## src/rtl/icb_dma_mst_pkg.sv

```systemverilog
// rtl/icb_dma_mst_pkg.sv - shared encodings and constants for the ICB DMA initiator
//
// Purpose: FSM state encoding, bus widths and the word stride shared by
//          icb_dma_mst and icb_ack_timer.
// Ports:   none (package).
package icb_dma_mst_pkg;

  localparam int unsigned ADR_W = 20;
  localparam int unsigned DAT_W = 32;
  localparam int unsigned CNT_W = 16;

  // Byte distance between consecutive 32-bit words.
  localparam logic [ADR_W-1:0] WORD_STRIDE = 20'd4;

  typedef enum logic [1:0] {
    ST_IDLE = 2'd0,
    ST_RD   = 2'd1,
    ST_WR   = 2'd2,
    ST_FIN  = 2'd3
  } state_e;

endpackage

```

## src/rtl/icb_dma_mst_ack_timer.sv

```systemverilog
// rtl/icb_dma_mst_ack_timer.sv - request-without-ack timeout counter for ICB initiators
//
// Purpose: counts cycles a request is held without an acknowledge and flags
//          the cycle in which the request has been pending TIMEOUT cycles.
// Ports:
//   clk     in  clock
//   rst     in  synchronous active-high reset
//   req     in  request currently asserted
//   ack     in  acknowledge for the current request
//   expired out request has been high TIMEOUT cycles with no ack (this cycle included)
module icb_ack_timer #(
  parameter int unsigned TIMEOUT = 255
) (
  input  logic clk,
  input  logic rst,
  input  logic req,
  input  logic ack,
  output logic expired
);

  localparam logic [15:0] LAST = 16'(TIMEOUT - 1);

  logic [15:0] cnt_q;
  logic [15:0] cnt_d;

  // Any ack, or a gap in the request, restarts the count, so back-to-back
  // requests (read then write) each start from zero.
  always_comb begin
    cnt_d = 16'd0;
    if (req && !ack) begin
      cnt_d = cnt_q + 16'd1;
    end
  end

  always_ff @(posedge clk) begin
    if (rst) begin
      cnt_q <= 16'd0;
    end else begin
      cnt_q <= cnt_d;
    end
  end

  // cnt_q counts completed waiting cycles, so LAST marks the TIMEOUT-th cycle.
  // An ack in that same cycle wins.
  assign expired = req && !ack && (cnt_q == LAST);

endmodule

```

## src/rtl/icb_dma_mst.sv

```systemverilog
// rtl/icb_dma_mst.sv - ICB initiator that copies a block of 32-bit words
//
// Purpose: on start, reads len words from src_adr and writes them to dst_adr,
//          one read followed by one write per word, with a per-request timeout.
// Ports:
//   clk, rst               clock, synchronous active-high reset
//   start                  launch pulse, ignored while busy
//   src_adr, dst_adr, len  transfer parameters, sampled on an accepted start
//   busy, done, err        status: in transfer, finish pulse, sticky timeout
//   icb_rd/radr/rdat/rack  read request channel
//   icb_wr/wadr/wdat/wack  write request channel
module icb_dma_mst
  import icb_dma_mst_pkg::*;
#(
  parameter int unsigned TIMEOUT = 255
) (
  input  logic             clk,
  input  logic             rst,
  input  logic             start,
  input  logic [ADR_W-1:0] src_adr,
  input  logic [ADR_W-1:0] dst_adr,
  input  logic [CNT_W-1:0] len,
  output logic             busy,
  output logic             done,
  output logic             err,
  output logic             icb_rd,
  output logic [ADR_W-1:0] icb_radr,
  input  logic [DAT_W-1:0] icb_rdat,
  input  logic             icb_rack,
  output logic             icb_wr,
  output logic [ADR_W-1:0] icb_wadr,
  output logic [DAT_W-1:0] icb_wdat,
  input  logic             icb_wack
);

  state_e           state_q, state_d;
  logic [ADR_W-1:0] sa_q, sa_d;
  logic [ADR_W-1:0] da_q, da_d;
  logic [CNT_W-1:0] cnt_q, cnt_d;
  logic [DAT_W-1:0] data_q, data_d;
  logic             err_q, err_d;

  logic rd_req;
  logic wr_req;
  logic req_ack;
  logic expired;

  // Requests are decoded from state only; acks never feed them combinationally.
  assign rd_req  = (state_q == ST_RD);
  assign wr_req  = (state_q == ST_WR);
  assign req_ack = (rd_req && icb_rack) || (wr_req && icb_wack);

  icb_ack_timer #(
    .TIMEOUT(TIMEOUT)
  ) u_ack_timer (
    .clk    (clk),
    .rst    (rst),
    .req    (rd_req || wr_req),
    .ack    (req_ack),
    .expired(expired)
  );

  // State register
  always_ff @(posedge clk) begin
    if (rst) begin
      state_q <= ST_IDLE;
    end else begin
      state_q <= state_d;
    end
  end

  // Next-state logic
  always_comb begin
    state_d = state_q;
    case (state_q)
      ST_IDLE: begin
        if (start) begin
          state_d = (len != '0) ? ST_RD : ST_FIN;
        end
      end
      ST_RD: begin
        if (icb_rack) begin
          state_d = ST_WR;
        end else if (expired) begin
          state_d = ST_FIN;
        end
      end
      ST_WR: begin
        if (icb_wack) begin
          // cnt_q is the pre-decrement count, so 1 means this was the last word.
          state_d = (cnt_q == CNT_W'(1)) ? ST_FIN : ST_RD;
        end else if (expired) begin
          state_d = ST_FIN;
        end
      end
      ST_FIN:  state_d = ST_IDLE;
      default: state_d = ST_IDLE;
    endcase
  end

  // Datapath next-state
  always_comb begin
    sa_d   = sa_q;
    da_d   = da_q;
    cnt_d  = cnt_q;
    data_d = data_q;
    err_d  = err_q;
    case (state_q)
      ST_IDLE: begin
        if (start) begin
          sa_d  = src_adr;
          da_d  = dst_adr;
          cnt_d = len;
          err_d = 1'b0;
        end
      end
      ST_RD: begin
        if (icb_rack) begin
          data_d = icb_rdat;
        end else if (expired) begin
          err_d = 1'b1;
        end
      end
      ST_WR: begin
        if (icb_wack) begin
          // 20-bit addition wraps naturally at the top of the address space.
          sa_d  = sa_q + WORD_STRIDE;
          da_d  = da_q + WORD_STRIDE;
          cnt_d = cnt_q - CNT_W'(1);
        end else if (expired) begin
          err_d = 1'b1;
        end
      end
      default: ;
    endcase
  end

  always_ff @(posedge clk) begin
    if (rst) begin
      sa_q   <= '0;
      da_q   <= '0;
      cnt_q  <= '0;
      data_q <= '0;
      err_q  <= 1'b0;
    end else begin
      sa_q   <= sa_d;
      da_q   <= da_d;
      cnt_q  <= cnt_d;
      data_q <= data_d;
      err_q  <= err_d;
    end
  end

  // Output decode: address/data buses are forced to zero when their request is low.
  always_comb begin
    busy     = 1'b0;
    done     = 1'b0;
    icb_rd   = 1'b0;
    icb_wr   = 1'b0;
    icb_radr = '0;
    icb_wadr = '0;
    icb_wdat = '0;
    case (state_q)
      ST_RD: begin
        busy     = 1'b1;
        icb_rd   = 1'b1;
        icb_radr = sa_q;
      end
      ST_WR: begin
        busy     = 1'b1;
        icb_wr   = 1'b1;
        icb_wadr = da_q;
        icb_wdat = data_q;
      end
      ST_FIN:  done = 1'b1;
      default: ;
    endcase
  end

  assign err = err_q;

endmodule
```

## config.mk

```make
export PLATFORM = sky130hd
export DESIGN_NAME = icb_dma_mst
export DESIGN_NICKNAME = d
export VERILOG_FILES = /design/src/rtl/icb_dma_mst_pkg.sv /design/src/rtl/icb_dma_mst_ack_timer.sv /design/src/rtl/icb_dma_mst.sv
export SDC_FILE = /design/constraint.sdc
export NUM_CORES = 1
export LEC_CHECK = 0
export ABC_AREA = 0
export BUFFER_PORTS_ARGS = -buffer_cell sky130_fd_sc_hd__buf_4
export CELL_PAD_IN_SITES_DETAIL_PLACEMENT = 2
export CELL_PAD_IN_SITES_GLOBAL_PLACEMENT = 2
export CORE_UTILIZATION = 30
export CTS_BUF_LIST = sky130_fd_sc_hd__clkbuf_4 sky130_fd_sc_hd__clkbuf_8
export DETAILED_ROUTE_END_ITERATION = 12
export MAX_ROUTING_LAYER = met4
export PLACE_DENSITY = 0.89
export SYNTH_ARGS = -nofsm -noshare
export SYNTH_HDL_FRONTEND = slang
export SYNTH_HIERARCHICAL = 1
export SYNTH_SLANG_ARGS = --single-unit
export TNS_END_PERCENT = 50
```

## constraint.sdc

```tcl
create_clock -name clk -period 2.98 [get_ports clk]
set_input_delay 0.447 -clock clk [delete_from_list [all_inputs] [get_ports clk]]
set_output_delay 0.447 -clock clk [all_outputs]
set_load 0.01 [all_outputs]
```

## After elaboration in Yosys (flattened, before gate mapping)

Index checks and enable logic that the tools add are counted.
Widths: inputs -> output; s select.

| storage, ports and cells | value |
|---|---|
| bits in latches | 0 |
| bits in read-only memories | 0 |
| output and inout bits | 77 |
| input port bits | 93 |
| word-level logic and storage cells | 65 |
| flip-flop bits (word level) | 107 |
| memory bits (writable) | 0 |
| memories | 0 |

| operators by class | value |
|---|---|
| add/subtract/negate cells | 4 |
| muxes and demuxes | 28 |
| equal/unequal tests | 9 |
| bitwise gates (word level) | 1 |
| multipliers | 0 |
| shift-type cells | 0 |
| reductions and logical operators | 16 |
| $lt $le $gt $ge | 0 |
| divide/modulo/power cells | 0 |

Operators with widths:

| operator | number |
|---|---|
| $mux 20 | 6 |
| $pmux 20 s2 | 2 |
| $add 20x3->20 const B | 2 |
| $mux 16 | 2 |
| $mux 32 | 1 |
| $pmux 16 s2 | 1 |
| $add 16x1->16 const B | 1 |
| $eq 16x1->1 const B | 1 |
| $eq 16x8->1 const B | 1 |
| $reduce_bool 16->1 | 1 |
| $sub 16x1->16 const B | 1 |
| $mux 2 | 6 |
| $mux 1 | 8 |
| $ne 2x2->1 const B | 4 |
| $pmux 2 s4 | 1 |
| $eq 2x2->1 const B | 2 |
| $logic_and 1x1->1 | 4 |
| $reduce_and 4->1 | 1 |
| $reduce_or 2->1 | 2 |
| $pmux 1 s3 | 1 |
| $reduce_and 3->1 | 1 |
| $reduce_bool 3->1 | 1 |
| $eq 2x1->1 const B | 1 |
| $logic_not 2->1 | 1 |
| other kinds (5) | 6 |

## Logic depth before layout (Yosys ltp)

Gate-level depths: netlist of the first run.

| depth | value |
|---|---|
| depth after elaboration | 9 |
| gate-level depth with buffers | 11 |
| depth with buffers taken out | 10 |

## By module

The synthesis of the first run kept the hierarchy.

Modules (own cells, without submodules):

| module | cells each | area an instance (um2) | times used |
|---|---|---|---|
| icb_dma_mst | 724 | 5422.7 | 1 |
| icb_ack_timer | 88 | 779.5 | 1 |

## Worst setup path before layout of the first run

OpenSTA, ideal clock, no wires.

| path | value |
|---|---|
| path kind | reg2reg |
| start | reg state_q[1] |
| end | reg state_q[1] |
| arrival | 2.429 ns |
| setup slack | 0.456 ns |
| library setup time | 0.095 ns |
| period minus slack after synthesis | 2.524 ns |
| path buffers | 1 |
| cell stages (with the launch flop) | 12 |
| cell sequence | dfxtp_1 > inv_1 > ha_1 > nand2_1 > clkbuf_1 > nand2_1 > and4b_1 > nand4_1 > nor3_1 > o32ai_1 > mux2_2 > a221oi_1 |

| between the ends | value |
|---|---|
| longest elaborated chain between the ends | 9 |
| elaborated cells between the ends (all ways) | 16 |
| classes of those cells | eq/ne (4); mux (4); reduce/logical (8) |

Ends and longest elaborated chain:

| what | RTL line | text |
|---|---|---|
| start: declaration | icb_dma_mst.sv:36 | `state_e state_q, state_d;` |
| start signal: assignment | icb_dma_mst.sv:68 | `state_q <= state_d;` |
| $eq 2x1->1 or $eq 2x2->1 (tied branches) | icb_dma_mst.sv:49, icb_dma_mst.sv:50 |  |
| $logic_and 1x1->1 | icb_dma_mst.sv:51 | `assign req_ack = (rd_req && icb_rack) \|\| (wr_req && icb_wack);` |
| $logic_or 1x1->1 * | icb_dma_mst.sv:51 |  |
| net req_ack | icb_dma_mst.sv:45 | `logic req_ack;` |
| $logic_not 1->1 * | icb_dma_mst_ack_timer.sv:45 | `assign expired = req && !ack && (cnt_q == LAST);` |
| $logic_and 1x1->1 * (2 in a row) | icb_dma_mst_ack_timer.sv:45 |  |
| net expired | icb_dma_mst.sv:46 | `logic expired;` |
| $mux 2 * | n/a |  |
| $mux 2 (on tied branches) | n/a |  |
| $pmux 2 s4 * | icb_dma_mst.sv:75 | `case (state_q)` |

The timed path passes the listed nets; every way through them passes the cells marked *.
A chain may end at the register's enable or synchronous reset.

## Final worst setup path of the first run

| path | value |
|---|---|
| start | reg state_q[0] |
| end | out icb_wadr[15] |

| between the ends | value |
|---|---|
| longest elaborated chain between the ends | 2 |

Ends and longest elaborated chain:

| what | RTL line | text |
|---|---|---|
| $eq 2x2->1 | icb_dma_mst.sv:163 | `case (state_q)` |
| $mux 20 | icb_dma_mst.sv:163 |  |
| end: declaration | icb_dma_mst.sv:31 | `output logic [ADR_W-1:0] icb_wadr,` |

Every way passes these cells.

==> results of run 1 <==
[critical path: cells and delay by family (launching register included)]
| family | cells | cell delay, ns |
|---|---|---|
| AND/OR/NAND/NOR | 1 | 0.25 |
| adder cells (fa/ha/maj) | 1 | 0.26 |
| buffers and inverters | 4 | 1.10 |
| flip-flops | 1 | 0.36 |
[cells in the mapped netlist, types with 4 or more instances]
master | number | share of area
a211oi_1 | 7 | 0.0085
a21oi_1 | 93 | 0.075
a31oi_1 | 10 | 0.010
a41oi_1 | 4 | 0.0056
and2_1 | 74 | 0.075
and4_1 | 13 | 0.018
buf_2 | 9 | 0.0073
clkbuf_1 | 43 | 0.026
dfxtp_1 | 107 | 0.35
ha_1 | 12 | 0.024
inv_1 | 20 | 0.012
mux2i_1 | 7 | 0.011
nand2_1 | 118 | 0.071
nand2b_1 | 13 | 0.013
nand3_1 | 34 | 0.027
nand4_1 | 19 | 0.019
nor2_1 | 27 | 0.016
nor2b_1 | 8 | 0.0081
nor3_1 | 22 | 0.018
nor4_1 | 16 | 0.016
o211ai_1 | 8 | 0.0097
o21ai_0 | 30 | 0.024
o2bb2ai_1 | 9 | 0.013
o311ai_0 | 4 | 0.0056
o31ai_1 | 8 | 0.0097
o32ai_1 | 9 | 0.013
o41ai_1 | 6 | 0.0085
or2_2 | 4 | 0.0040
or3_1 | 8 | 0.0081
or4_1 | 11 | 0.013
[kinds of logic after synthesis]
| kind of cell | count (synthesis) |
|---|---|
| AOI/OAI and AO/OA | 216 |
| xor gates and xnor gates | 3 |
| adders and majority gates | 12 |
| buffers and inverters | 78 |
| DFF | 107 |
| muxes | 8 |
| and+or+nand+nor | 388 |
[final cells by class]
type | count | area share
sequential | 107 | 0.2701
clock inverter | 5 | 0.004890
tap | 270 | 0.04259
timing repair buffer | 192 | 0.1817
multi-input combinational | 627 | 0.4729
clock buffer | 11 | 0.01830
inverter | 20 | 0.009465
[registers in the layout, summed over array words and instances (netlist names)]
signal             flops
u_ack_timer/cnt_q     16
data_q                32
cnt_q                 16
state_q                2
da_q                  20
sa_q                  20
err                    1
[metrics by stage]
| stage | cell area (um2) | cells | hold slack [ns] | power (W) |
|---|---|---|---|---|
| 2_1_floorplan | 6202 | 812 | 0.4273 | 0.003246 |
| 3_3_place_gp | 7747 | 1216 | 0.4383 | 0.003990 |
| 3_5_place_dp | 7747 | 1216 | 0.4445 | 0.004097 |
| 4_1_cts | 7931 | 1232 | 0.2727 | 0.005011 |
| 5_1_grt | 7931 | 1232 | 0.2709 | 0.005306 |
| 6_report | 7931 | 1232 | 0.2902 | 0.004973 |
[worst paths after layout]
| kind | from | to | slack (ns) | cells past startpoint |
|---|---|---|---|---|
| worst max register to register | state_q[0]$_SDFFE_PP0N_ | sa_q[17]$_SDFFE_PP0P_ | 0.33 | 7 |
| worst max-delay path | state_q[0]$_SDFFE_PP0N_ | icb_wadr[15] | 0.19 | 6 |
| worst min-delay path | icb_rdat[25] | data_q[25]$_SDFFE_PP0P_ | 0.29 | 3 |
| worst min register to register | da_q[0]$_SDFFE_PP0P_ | da_q[0]$_SDFFE_PP0P_ | 0.46 | 2 |
[power groups by stage]
stage	registers, W	clock network, W	logic (W)
floorplan	0.00193	0	0.00132
global placement	0.00202	0	0.00197
detailed placement	0.00204	0	0.00205
CTS	0.00201	0.000932	0.00207
global route	0.00207	0.000985	0.00226
finish	0.00202	0.000896	0.00206
[layer usage]
| layer | vias up | track usage | share of wire |
|---|---|---|---|
| met4 | 0 | 0.05316 | 0.012 |
| met3 | 19 | 0.04608 | 0.061 |
| met2 | 206 | 0.4213 | 0.50 |
| met1 | 3392 | 0.2875 | 0.42 |
| li1 | 3255 | - | - |
| met5 | - | - | 0 |
==> metrics.yaml, run 1 <==
switching_share: 0.4313
root_buffer: "clkbuf_8"
min_period_over_period: 0.9365
finalSetupViolCount: 0
rsz0062_at_grt: "no"
post_cts_buffers: 0
drtPass1Iterations: 4
track_usage: 0.2420
relSlewSlack: 0.4453
syn_avg_cell_area_um2: 7.638
tns_ns: 0
grt_antenna_before_repair: 0
grt_pass1_vias: 7340
cts_buffers: 9
skew_ns: 0.01121
core_mm2: 0.02023
synth-adder-area-share: 0.02421
antenna_cells: 0
crit_arrival_ns: 2.34
synth_cells: 812
hold_path_class: "input port to register"
synth-compound-area-share: 0.2213
synth_edf_count: 0
clockBufferDepth: 2
layout.nets: 1062
utilization: 0.3920
cpMostUsedCell: "buf_4"
drive_gt1_frac: 0.2349
ir_worst_vdd_mv: 0.2692
final_cell_mix: "192 x buf_4, 118 x nand2_1, 107 x dfxtp_1, 93 x a21oi_1, 74 x and2_1"
place.gp.congestion: 0.8739
syn-cell-area_mm2: 0.006202
synth_ff_type: "dfxtp_1"
grt_overflow: 0
portBuffers: 169
fp.dieW_um: 145.8
final-seq-area_mm2: 0.002142
multi_input_area_mm2: 0.003751
cts_tree: "done"
cp.required_ns: 2.53
pwr-share-seq: 0.405
pwr_density_cell_mw_per_mm2: 627.0
internal-power_w: 0.002828
dp_hpwl_um: 18580
antenna_left: 0
die_area_mm2: 0.02125
worstPathCellList: "inv_1 -> ha_4 -> buf_4 -> inv_2 -> nor2_1 -> buf_4"
grt_pass1_wl_um: 39980
synthMuxAreaShare: 0.01311
seq_area_frac_synth: 0.3454
worst_skew_pair.late_latency_ns: 0.39
yosys.area_share.simple: 0.3389
fillers: 2350
leakage_nw: 3.021
status: "completed"
synth_nets: 917
synth_seq_cells: 107
crit_path_start_kind: "register"
cp-end-kind: "output port"
final_common_cell: "buf_4"
ys_warn_count: 6
crit_path_max_incr_delay_ns: 0.44
clock-sinks: 107
switchingPower_w: 0.002145
drc_errors: 0
max_freq_ghz: 0.3583
combPwrFrac: 0.414
synth_xor_area_frac: 0.004236
cp_max_fo: 49
tightest_slew_ns: 0.8303
drv_slew: 0
setup_slack_ns: 0.1893
power_frac_clock: 0.180
post-route-min-period_ns: 2.791
synth_cell_types: 62
io_pins: 170
synthArstFlopShare: 0
area_delta_synth_final_pct: 27.88
start_util: 0.3065
post-place-ws_ns: 0.3415
die_h_um: 145.8
clk_pin_slew_ns: 0.11
grt_start_max_net_pins: 64
synth_top_family_by_area: "simple AND/OR/NAND/NOR gates"
ctsResizeCount: 0
h-tree-depth: 3
wl_per_cell_um: 20.31
routed_via_density: 5.578
hold_viol: 0
placementRows: 52
crit_type: "register to output port"
vias: 6872
slowest_stage: "buf_4"
cap_violations: 0
drt_first_iter_violations: 306
routed_wl_um: 25020
cts_hold_buf: 0
Power figures use the tool's default switching activity.
==> run 2, diff against run 1 <==
- GPL_TIMING_DRIVEN: default -> 0
==> run 2 against run 1 <==
Compared with the run above: global-route usage grew 3.0 points; hold slack got worse by 0.0082 ns; non-clock buffer count is 34 higher; clock-buffer cell count is the same; first-iteration DRC count up 5.9%; wire length increased by 14%; critical path depth is the same; combinational power is 8% higher; clock skew increased by 0.015 ns; sequential power about the same.
==> metrics.yaml, run 2 (synthesis gave the netlist of run 1 again) <==
area_delta_synth_final_pct: 29.84  # was 27.88%
max_freq_ghz: 0.3458  # was 0.3583 GHz
start_util: 0.3065  # unchanged
core_mm2: 0.02023  # unchanged
post_cts_buffers: 0  # unchanged
track_usage: 0.2719  # was 0.2420
clock-sinks: 107  # unchanged
grt_overflow: 0  # unchanged
cp-end-kind: "output port"  # unchanged
dp_hpwl_um: 21220  # was 18580 um
die_area_mm2: 0.02125  # unchanged
clockBufferDepth: 2  # unchanged
antenna_cells: 0  # unchanged
hold_path_class: "input port to register"  # unchanged
reg_top3: "data_q x32, da_q x20, sa_q x20"  # unchanged
crit_arrival_ns: 2.44  # was 2.34 ns
vias: 7191  # was 6872
h-tree-depth: 3  # unchanged
wl_per_cell_um: 22.56  # was 20.31 um
antenna_left: 0  # unchanged
power_w: 0.005191  # was 0.004973 W
finalSetupViolCount: 0  # unchanged
cts_tree: "done"  # unchanged
grt_pass1_vias: 7588  # was 7340
grt_start_max_net_pins: 19  # was 64
cp_max_fo: 10  # was 49
pwr_density_cell_mw_per_mm2: 644.7  # was 627.0 mW/mm2
cts_hold_buf: 0  # unchanged
cp.required_ns: 2.53  # about the same
final_cell_mix: "169 x buf_4, 117 x nand2_1, 107 x dfxtp_1, 93 x a21oi_1, 74 x and2_1"  # was 192 x buf_4, 118 x nand2_1, 107 x dfxtp_1, 93 x a21oi_1, 74 x and2_1
routed_wl_um: 28560  # was 25020 um
leakage_nw: 3.078  # was 3.021 nW
final_common_cell: "buf_4"  # unchanged
root_buffer: "clkbuf_8"  # unchanged
grt_antenna_before_repair: 1  # was 0
layout.nets: 1096  # was 1062
worst_skew_pair.late_latency_ns: 0.41  # was 0.39 ns
cts_buffers: 9  # unchanged
drive_gt1_frac: 0.2269  # was 0.2349
io_pins: 170  # unchanged
fillers: 2387  # was 2350
grt_pass1_wl_um: 43330  # was 39980 um
drt_first_iter_violations: 324  # was 306
ir_worst_vdd_mv: 0.2928  # was 0.2692 mV
min_period_over_period: 0.9704  # was 0.9365
skew_ns: 0.02652  # was 0.01121 ns
hold_viol: 0  # unchanged
portBuffers: 169  # unchanged
status: "completed"  # unchanged
drtPass1Iterations: 5  # was 4
regMostFlops: "data_q"  # unchanged
crit_path_start_kind: "register"  # unchanged
placementRows: 52  # unchanged
drc_errors: 0  # unchanged
cap_violations: 0  # unchanged
utilization: 0.3980  # was 0.3920
crit_type: "register to output port"  # unchanged
tightest_slew_ns: 0.8572  # was 0.8303 ns
relSlewSlack: 0.4285  # was 0.4453
rsz0062_at_grt: "yes"  # was no
fp.dieW_um: 145.8  # unchanged
largest_reg_flops: 32  # unchanged
post-route-min-period_ns: 2.892  # was 2.791 ns
routed_via_density: 5.680  # was 5.578
clk_pin_slew_ns: 0.12  # was 0.11 ns
place.gp.congestion: 0.9720  # was 0.8739
drv_slew: 0  # unchanged
die_h_um: 145.8  # unchanged
-- run 2: changes by cell type in the layout (fill, tap and decap cells not counted), moves of 2 or more --
cell      before  now
clkbuf_4       1    6
clkbuf_1       0   34
clkbuf_2       0    4
buf_4        192  169
inv_8          0    2
buf_6          0    3
nor3_2         0    2
buf_2          0    9
-- run 2: cell type report --
| type | instances | area (um2) | share of cell area |
|---|---|---|---|
| clock inverters | 5 | 45.04 | 0.005594 |
| flip-flops and latches | 107 | 2142 | 0.2660 |
| plain buffers | 57 | 281.5 | 0.03496 |
| well taps | 270 | 337.8 | 0.04195 |
| repair buffers | 169 | 1269 | 0.1576 |
| multi-input cells | 627 | 3757 | 0.4666 |
| clock buffers | 11 | 145.1 | 0.01802 |
| inverters | 20 | 75.07 | 0.009323 |
-- run 2: path summary, 6_finish.rpt --
path | from | end | slack (ns) | cells past startpoint
max | state_q[0]$_SDFFE_PP0N_ | icb_wadr[16] | 0.09 | 6
min | icb_rdat[18] | data_q[18]$_SDFFE_PP0P_ | 0.28 | 3
max reg2reg | state_q[0]$_SDFFE_PP0N_ | state_q[1]$_SDFFE_PP0N_ | 0.10 | 11
min reg2reg | data_q[22]$_SDFFE_PP0P_ | data_q[22]$_SDFFE_PP0P_ | 0.46 | 2
-- run 2: worst max-delay path, cell delays in order (launching register included) --
cell	delay (ns)
dfxtp_1	0.37
inv_1	0.19
ha_4	0.22
clkbuf_4	0.23
clkbuf_1	0.56
and2_1	0.32
buf_4	0.16
-- run 2: timing repair --
| action | CTS | global route |
|---|---|---|
| gates cloned | 0 | 0 |
| gates resized for setup | 16 | 7 |
| endpoints found under the setup margin | 47 | 50 |
-- run 2: where the power goes --
part	switching [W]	internal, W
logic	0.00144	0.000783
clock network	0.000595	0.000352
registers	0.000330	0.00169
-- run 2: metal layers --
| layer | GRT usage | share of wire | up-vias |
|---|---|---|---|
| met5 | - | 0 | - |
| met4 | 0.09632 | 0.030 | 0 |
| met3 | 0.05611 | 0.067 | 50 |
| met2 | 0.4536 | 0.48 | 268 |
| met1 | 0.3227 | 0.42 | 3552 |
| li1 | - | - | 3321 |
-- run 2: through the flow --
stage          hold WS (ns)  instance area (um2)  cells  setup TNS, ns  setup slack, ns
5_1_grt              0.2606                 8053   1266       -0.03812         -0.02090
4_1_cts              0.2672                 8031   1266              0         0.006041
3_5_place_dp         0.4458                 7809   1251         -16.97          -0.4956
3_3_place_gp         0.4350                 7809   1251         -12.58          -0.3791
6_report             0.2820                 8053   1266              0          0.08808
2_1_floorplan        0.4273                 6202    812              0           0.4560
